`src/rtl/mem_arb_pkg.sv`:
```
// Shared types and helpers for the memory arbiter and other round-robin
// shared-resource blocks.
package mem_arb_pkg;

  localparam int MEM_ADDR_BITS   = 10;
  localparam int DEFAULT_NUM_REQ = 2;
  localparam int MAX_NUM_REQ     = 4;

  // Index width is clog2 of the requester count, never below 1 bit; sized for
  // the largest supported requester count so one type serves every instance.
  localparam int REQ_IDX_W = ($clog2(MAX_NUM_REQ) < 1) ? 1 : $clog2(MAX_NUM_REQ);

  typedef logic [REQ_IDX_W-1:0]   req_idx_t;
  typedef logic [MAX_NUM_REQ-1:0] req_vec_t;

  // One-hot round-robin pick: scan from ptr upward, wrapping at n, first set
  // valid bit wins. Bits at or above n are never granted.
  function automatic req_vec_t rr_pick(input req_vec_t valid, input req_idx_t ptr,
                                       input int n);
    req_vec_t gnt;
    req_idx_t idx;
    logic     found;
    gnt   = '0;
    found = 1'b0;
    for (int k = 0; k < MAX_NUM_REQ; k++) begin
      idx = req_idx_t'((int'(ptr) + k) % n);
      if (k < n && !found && valid[idx]) begin
        gnt[idx] = 1'b1;
        found    = 1'b1;
      end
    end
    return gnt;
  endfunction

endpackage

```
`src/rtl/mem_arbiter_rr.sv`:
```
// Round-robin arbiter: combinational one-hot grant plus the registered
// rotating priority pointer. No grant is issued while reset is asserted.
module rr_arbiter
  import mem_arb_pkg::*;
#(
  parameter int NUM_REQ = DEFAULT_NUM_REQ
) (
  input  logic               clk,
  input  logic               reset_n_i,
  input  logic [NUM_REQ-1:0] req_i,
  output logic [NUM_REQ-1:0] gnt_o,
  output logic               gnt_any_o
);

  req_idx_t rr_ptr;
  req_idx_t rr_ptr_nxt;
  req_vec_t pick;

  // Grant selection, gated off during reset.
  always_comb begin
    pick      = rr_pick(req_vec_t'(req_i), rr_ptr, NUM_REQ);
    gnt_any_o = reset_n_i & (|pick);
    gnt_o     = reset_n_i ? pick[NUM_REQ-1:0] : '0;
  end

  // Pointer moves to the requester just after the winner; holds when idle.
  always_comb begin
    rr_ptr_nxt = rr_ptr;
    for (int i = 0; i < NUM_REQ; i++)
      if (gnt_o[i]) rr_ptr_nxt = (i == NUM_REQ - 1) ? '0 : req_idx_t'(i + 1);
  end

  // Pointer register.
  always_ff @(posedge clk) begin
    if (!reset_n_i) rr_ptr <= '0;
    else            rr_ptr <= rr_ptr_nxt;
  end

endmodule

```
`src/rtl/mem_arbiter.sv`:
```
// Shares one single-port 1-cycle-latency memory between NUM_REQ requesters.
// Optional wait-cycle counters are built when MEM_ARB_PERF_EN is defined.
module mem_arbiter
  import mem_arb_pkg::*;
#(
  parameter int NUM_REQ = DEFAULT_NUM_REQ,
  parameter int ADDR_W  = 32,
  parameter int DATA_W  = 32
) (
  input  logic                      clk,
  input  logic                      reset_n_i,
  input  logic [NUM_REQ-1:0]        req_valid_i,
  input  logic [NUM_REQ-1:0]        req_we_i,
  input  logic [NUM_REQ*ADDR_W-1:0] req_addr_i,
  input  logic [NUM_REQ*DATA_W-1:0] req_wdata_i,
  output logic [NUM_REQ-1:0]        req_ready_o,
  output logic [NUM_REQ-1:0]        rsp_valid_o,
  output logic [DATA_W-1:0]         rsp_rdata_o,
  output logic [ADDR_W-1:0]         mem_addr_o,
  output logic                      mem_we_o,
  output logic [DATA_W-1:0]         mem_wdata_o,
  input  logic [DATA_W-1:0]         mem_rdata_i
`ifdef MEM_ARB_PERF_EN
  ,
  input  logic                      perf_clr_i,
  output logic [NUM_REQ*32-1:0]     wait_cnt_o
`endif
);

  logic [NUM_REQ-1:0][ADDR_W-1:0] addr_v;
  logic [NUM_REQ-1:0][DATA_W-1:0] wdata_v;
  logic [NUM_REQ-1:0]             gnt;
  logic                           gnt_any;
  logic [NUM_REQ-1:0]             rsp_tag;
  logic [ADDR_W-1:0]              addr_sel;
  logic [DATA_W-1:0]              wdata_sel;
  logic                           we_sel;

  assign addr_v  = req_addr_i;
  assign wdata_v = req_wdata_i;

  rr_arbiter #(.NUM_REQ(NUM_REQ)) u_arb (
    .clk       (clk),
    .reset_n_i (reset_n_i),
    .req_i     (req_valid_i),
    .gnt_o     (gnt),
    .gnt_any_o (gnt_any)
  );

  assign req_ready_o = gnt;

  // One-hot AND-OR mux of the winner onto the memory port; all zero when idle.
  always_comb begin
    addr_sel  = '0;
    wdata_sel = '0;
    we_sel    = 1'b0;
    for (int i = 0; i < NUM_REQ; i++) begin
      if (gnt[i]) begin
        addr_sel  = addr_sel  | addr_v[i];
        wdata_sel = wdata_sel | wdata_v[i];
        we_sel    = we_sel    | req_we_i[i];
      end
    end
    mem_addr_o  = gnt_any ? addr_sel  : '0;
    mem_wdata_o = gnt_any ? wdata_sel : '0;
    mem_we_o    = gnt_any & we_sel;
  end

  // Response tag: the grant delayed by the memory's read latency. Reset drops
  // any in-flight response.
  always_ff @(posedge clk) begin
    if (!reset_n_i) rsp_tag <= '0;
    else            rsp_tag <= gnt;
  end

  assign rsp_valid_o = rsp_tag;
  assign rsp_rdata_o = mem_rdata_i;

`ifdef MEM_ARB_PERF_EN
  logic [31:0] wait_cnt [NUM_REQ];

  for (genvar i = 0; i < NUM_REQ; i++) begin : g_perf
    // Saturating count of stalled cycles; clear beats increment.
    always_ff @(posedge clk) begin
      if (!reset_n_i || perf_clr_i)
        wait_cnt[i] <= '0;
      else if (req_valid_i[i] && !gnt[i] && wait_cnt[i] != 32'hFFFF_FFFF)
        wait_cnt[i] <= wait_cnt[i] + 32'd1;
    end
    assign wait_cnt_o[i*32 +: 32] = wait_cnt[i];
  end
`endif

endmodule
```
`config.mk`:
```
export PLATFORM = sky130hd
export DESIGN_NAME = mem_arbiter
export DESIGN_NICKNAME = d
export VERILOG_FILES = /design/src/rtl/mem_arb_pkg.sv /design/src/rtl/mem_arbiter_rr.sv /design/src/rtl/mem_arbiter.sv
export SDC_FILE = /design/constraint.sdc
export NUM_CORES = 1
export LEC_CHECK = 0
export BUFFER_PORTS_ARGS = -buffer_cell sky130_fd_sc_hd__buf_2
export CAP_MARGIN = 0
export CORE_AREA = 2 2 103 105
export CTS_BUF_LIST = sky130_fd_sc_hd__clkbuf_8
export DETAILED_ROUTE_END_ITERATION = 7
export DIE_AREA = 0 0 105 107
export PLACE_DENSITY_LB_ADDON = 0.12
export SYNTH_ARGS = -nofsm -noshare
export SYNTH_HDL_FRONTEND = slang
export SYNTH_HIERARCHICAL = 1
export SYNTH_SLANG_ARGS = --single-unit
```
`constraint.sdc`:
```
create_clock -name clk -period 3.74 [get_ports clk]
set_clock_uncertainty 0.15 [all_clocks]
set_input_delay 0.374 -clock clk [delete_from_list [all_inputs] [get_ports clk]]
set_output_delay 0.374 -clock clk [all_outputs]
set_load 0.005 [all_outputs]
```
==> flow_summary.json <==
{
  "outcome": "complete, no violations",
  "fmax_mhz": 418,
  "relSlewSlack_pct": 41.2,
  "period_share_pct": 64.0,
  "antennaDiodeCount": 0,
  "end_kind": "output pin",
  "dieArea_um2": 11200,
  "cts_sinks": 3,
  "postSynthAreaPerCell_um2": 7.02,
  "instances_no_fill": 488,
  "post_cts_resized": 0,
  "finalWirelength_um": 5920,
  "cts_htree_levels": 1,
  "async_flop_share_pct": 0,
  "via_per_inst": 4.10,
  "cts_setup_buffers": 0,
  "hold_class": "input pin to flop",
  "startpoint_type": "flop",
  "pin_count": 267,
  "hold_slack_ns": 0.306,
  "max_stage_delay_ns": 0.59,
  "rsz0062_at_grt": "false",
  "cap_violations": 0,
  "setup_viol": 0,
  "synth-edff-count": 0,
  "cts_made_buffers": 3,
  "criticalPathCategory": "flop to output pin",
  "synth_top_area_share_pct": 35.6,
  "wire_per_inst_um": 12.1,
  "die_x_um": 105,
  "clkTransAtPathRegs_ns": 0.03,
  "place_ws_ns": 1.29,
  "firstDrtPassIters": 4,
  "cts_root_buf": "clkbuf_8",
  "rows": 37,
  "r2r_setup_slack_ns": 2.25,
  "grt_pass1_vias": 1847,
  "ys_top_cells_by_count": "a22oi_1 (65), nor2b_1 (65), buf_4 (41), buf_2 (6), clkbuf_1 (5)",
  "overflow": 0,
  "drive_above_1_share_pct": 59.9,
  "routabilityCongestion": 0.702,
  "vias": 2001,
  "post-route-min-period_ns": 2.40,
  "core_um2": 10100,
  "start_util_pct": 13.6,
  "antenna_found_initial": 0,
  "dpl-instance-area_um2": 2270,
  "ys_types": 14,
  "dp.cells": 484,
  "grt_max_degree": 38,
  "power_uw": 330,
  "syn_to_final_growth_pct": 69.0,
  "grt_usage_pct": 9.59,
  "ys_top_cells_by_area": "a22oi_1 (36%), nor2b_1 (30%), buf_4 (22%), dfxtp_1 (4.4%), buf_2 (2.2%)",
  "cts_hold_buf": 0,
  "grt_pass1_wl_um": 8960,
  "io_buffers": 202,
  "fin_nets": 519,
  "slowest_stage": "and3_2",
  "cts_tree": "done",
  "synth_cells": 195,
  "required_ns": 3.22,
  "r2r_start": "u_arb/rr_ptr[0]",
  "path_max_fanout": 37,
  "ys_seq_area_share_pct": 4.39,
  "arrival_ns": 1.87,
  "drc_errors": 0,
  "path_cells": "nand2_1 > and3_2 > buf_12 > a22oi_1 > nor2b_1 > buf_2",
  "synthesis.nets": 361,
  "ant_nets": 0,
  "syn-cell-area_um2": 1370,
  "synth-seq-cells": 3,
  "setup_tns_ns": 0,
  "fin_area_um2": 2310,
  "setup_ws_ns": 1.34,
  "post-route-util_pct": 22.9,
  "leakage_nw": 1.20,
  "tightest_slew_ns": 0.881,
  "r2r_end": "rsp_valid_o[1]",
  "die_h_um": 107,
  "yosysTopAreaCell": "a22oi_1",
  "ir_worst_vdd_v": 0.000144,
  "hpwl_um": 4680,
  "r2r_cells": 4,
  "ys_warn_count": 6,
  "hold_viol_final": 0,
  "maxSlewViolCount": 0,
  "cts_max_path_buffers": 2,
  "ys.flop_type": "dfxtp_1",
  "power_density_nw_per_um2": 143,
  "clk_latency_ns": 0.21,
  "dr.first_iter.drc_count": 87,
  "min_from": "reset_n_i",
  "worstSetupStartpoint": "u_arb/rr_ptr[0]",
  "endpoint": "mem_addr_o[1]"
}
## worst max-delay path: cells and delay by family (launching register included)
kind	cells	cell delay, ns
DFF	1	0.31
AOI/OAI and AO/OA	1	0.14
and+or+nand+nor	3	0.78
buffers and inverters	2	0.40
## how the worst min path moves through the flow
stage,cells past startpoint,slack [ns],end
2_1_floorplan,1,0.34,u_arb/rr_ptr[0]
3_3_place_gp,1,0.37,u_arb/rr_ptr[0]
3_5_place_dp,1,0.36,u_arb/rr_ptr[0]
4_1_cts,2,0.30,rsp_valid_o[1]
5_1_grt,2,0.32,u_arb/rr_ptr[0]
6_report,2,0.31,rsp_valid_o[1]
## routing by layer
metal	vias to the layer above	part of all wire [%]	routed length [um]	GRT usage (%)
li1	981	-	-	-
met1	893	36	2160	10.3
met2	109	53	3150	18.7
met3	18	8.8	522	2.37
met4	0	1.5	87	2.29
met5	-	0	0	0
## placed cells by master, fill, tap and decap left out, drive strengths merged
| cell type | synthesis | routed |
|---|---|---|
| o21a | 1 | 1 |
| and2 | 2 | 2 |
| nand2 | 2 | 2 |
| inv | 1 | 2 |
| clkbuf | 6 | 3 |
| and3 | 1 | 1 |
| nor2b | 65 | 65 |
| dfxtp | 3 | 3 |
| o211a | 1 | 1 |
| a21oi | 1 | 1 |
| a22oi | 65 | 65 |
| buf | 47 | 206 |
## sequential cells by signal, summed over array words and instances (netlist names)
| register | count |
|---|---|
| u_arb/rr_ptr | 1 |
| rsp_valid_o | 2 |
## power breakdown
group / total (mW) / switching, mW / internal, mW
clock network: 0.0908 / 0.0210 / 0.0698
logic: 0.204 / 0.0886 / 0.116
registers: 0.0347 / 0.000765 / 0.0340
## logic make-up (layout without fill, tap and decap cells)
group / Yosys count / count (layout) / share of synthesized area (%)
and+or+nand+nor: 70 / 70 / 31.6
buffers and inverters: 54 / 211 / 26.7
AOI/OAI and AO/OA: 68 / 68 / 37.3
DFF: 3 / 3 / 4.39
## cell type report
type / count / area, um2
Fill cell: 1180 / 7780
Timing Repair Buffer: 206 / 1080
Multi-Input combinational cell: 138 / 956
Tap cell: 136 / 170
Sequential cell: 3 / 60.1
Clock buffer: 3 / 41.3
Clock inverter: 1 / 3.75
Inverter: 1 / 3.75
(Power assumes the default switching activity.)
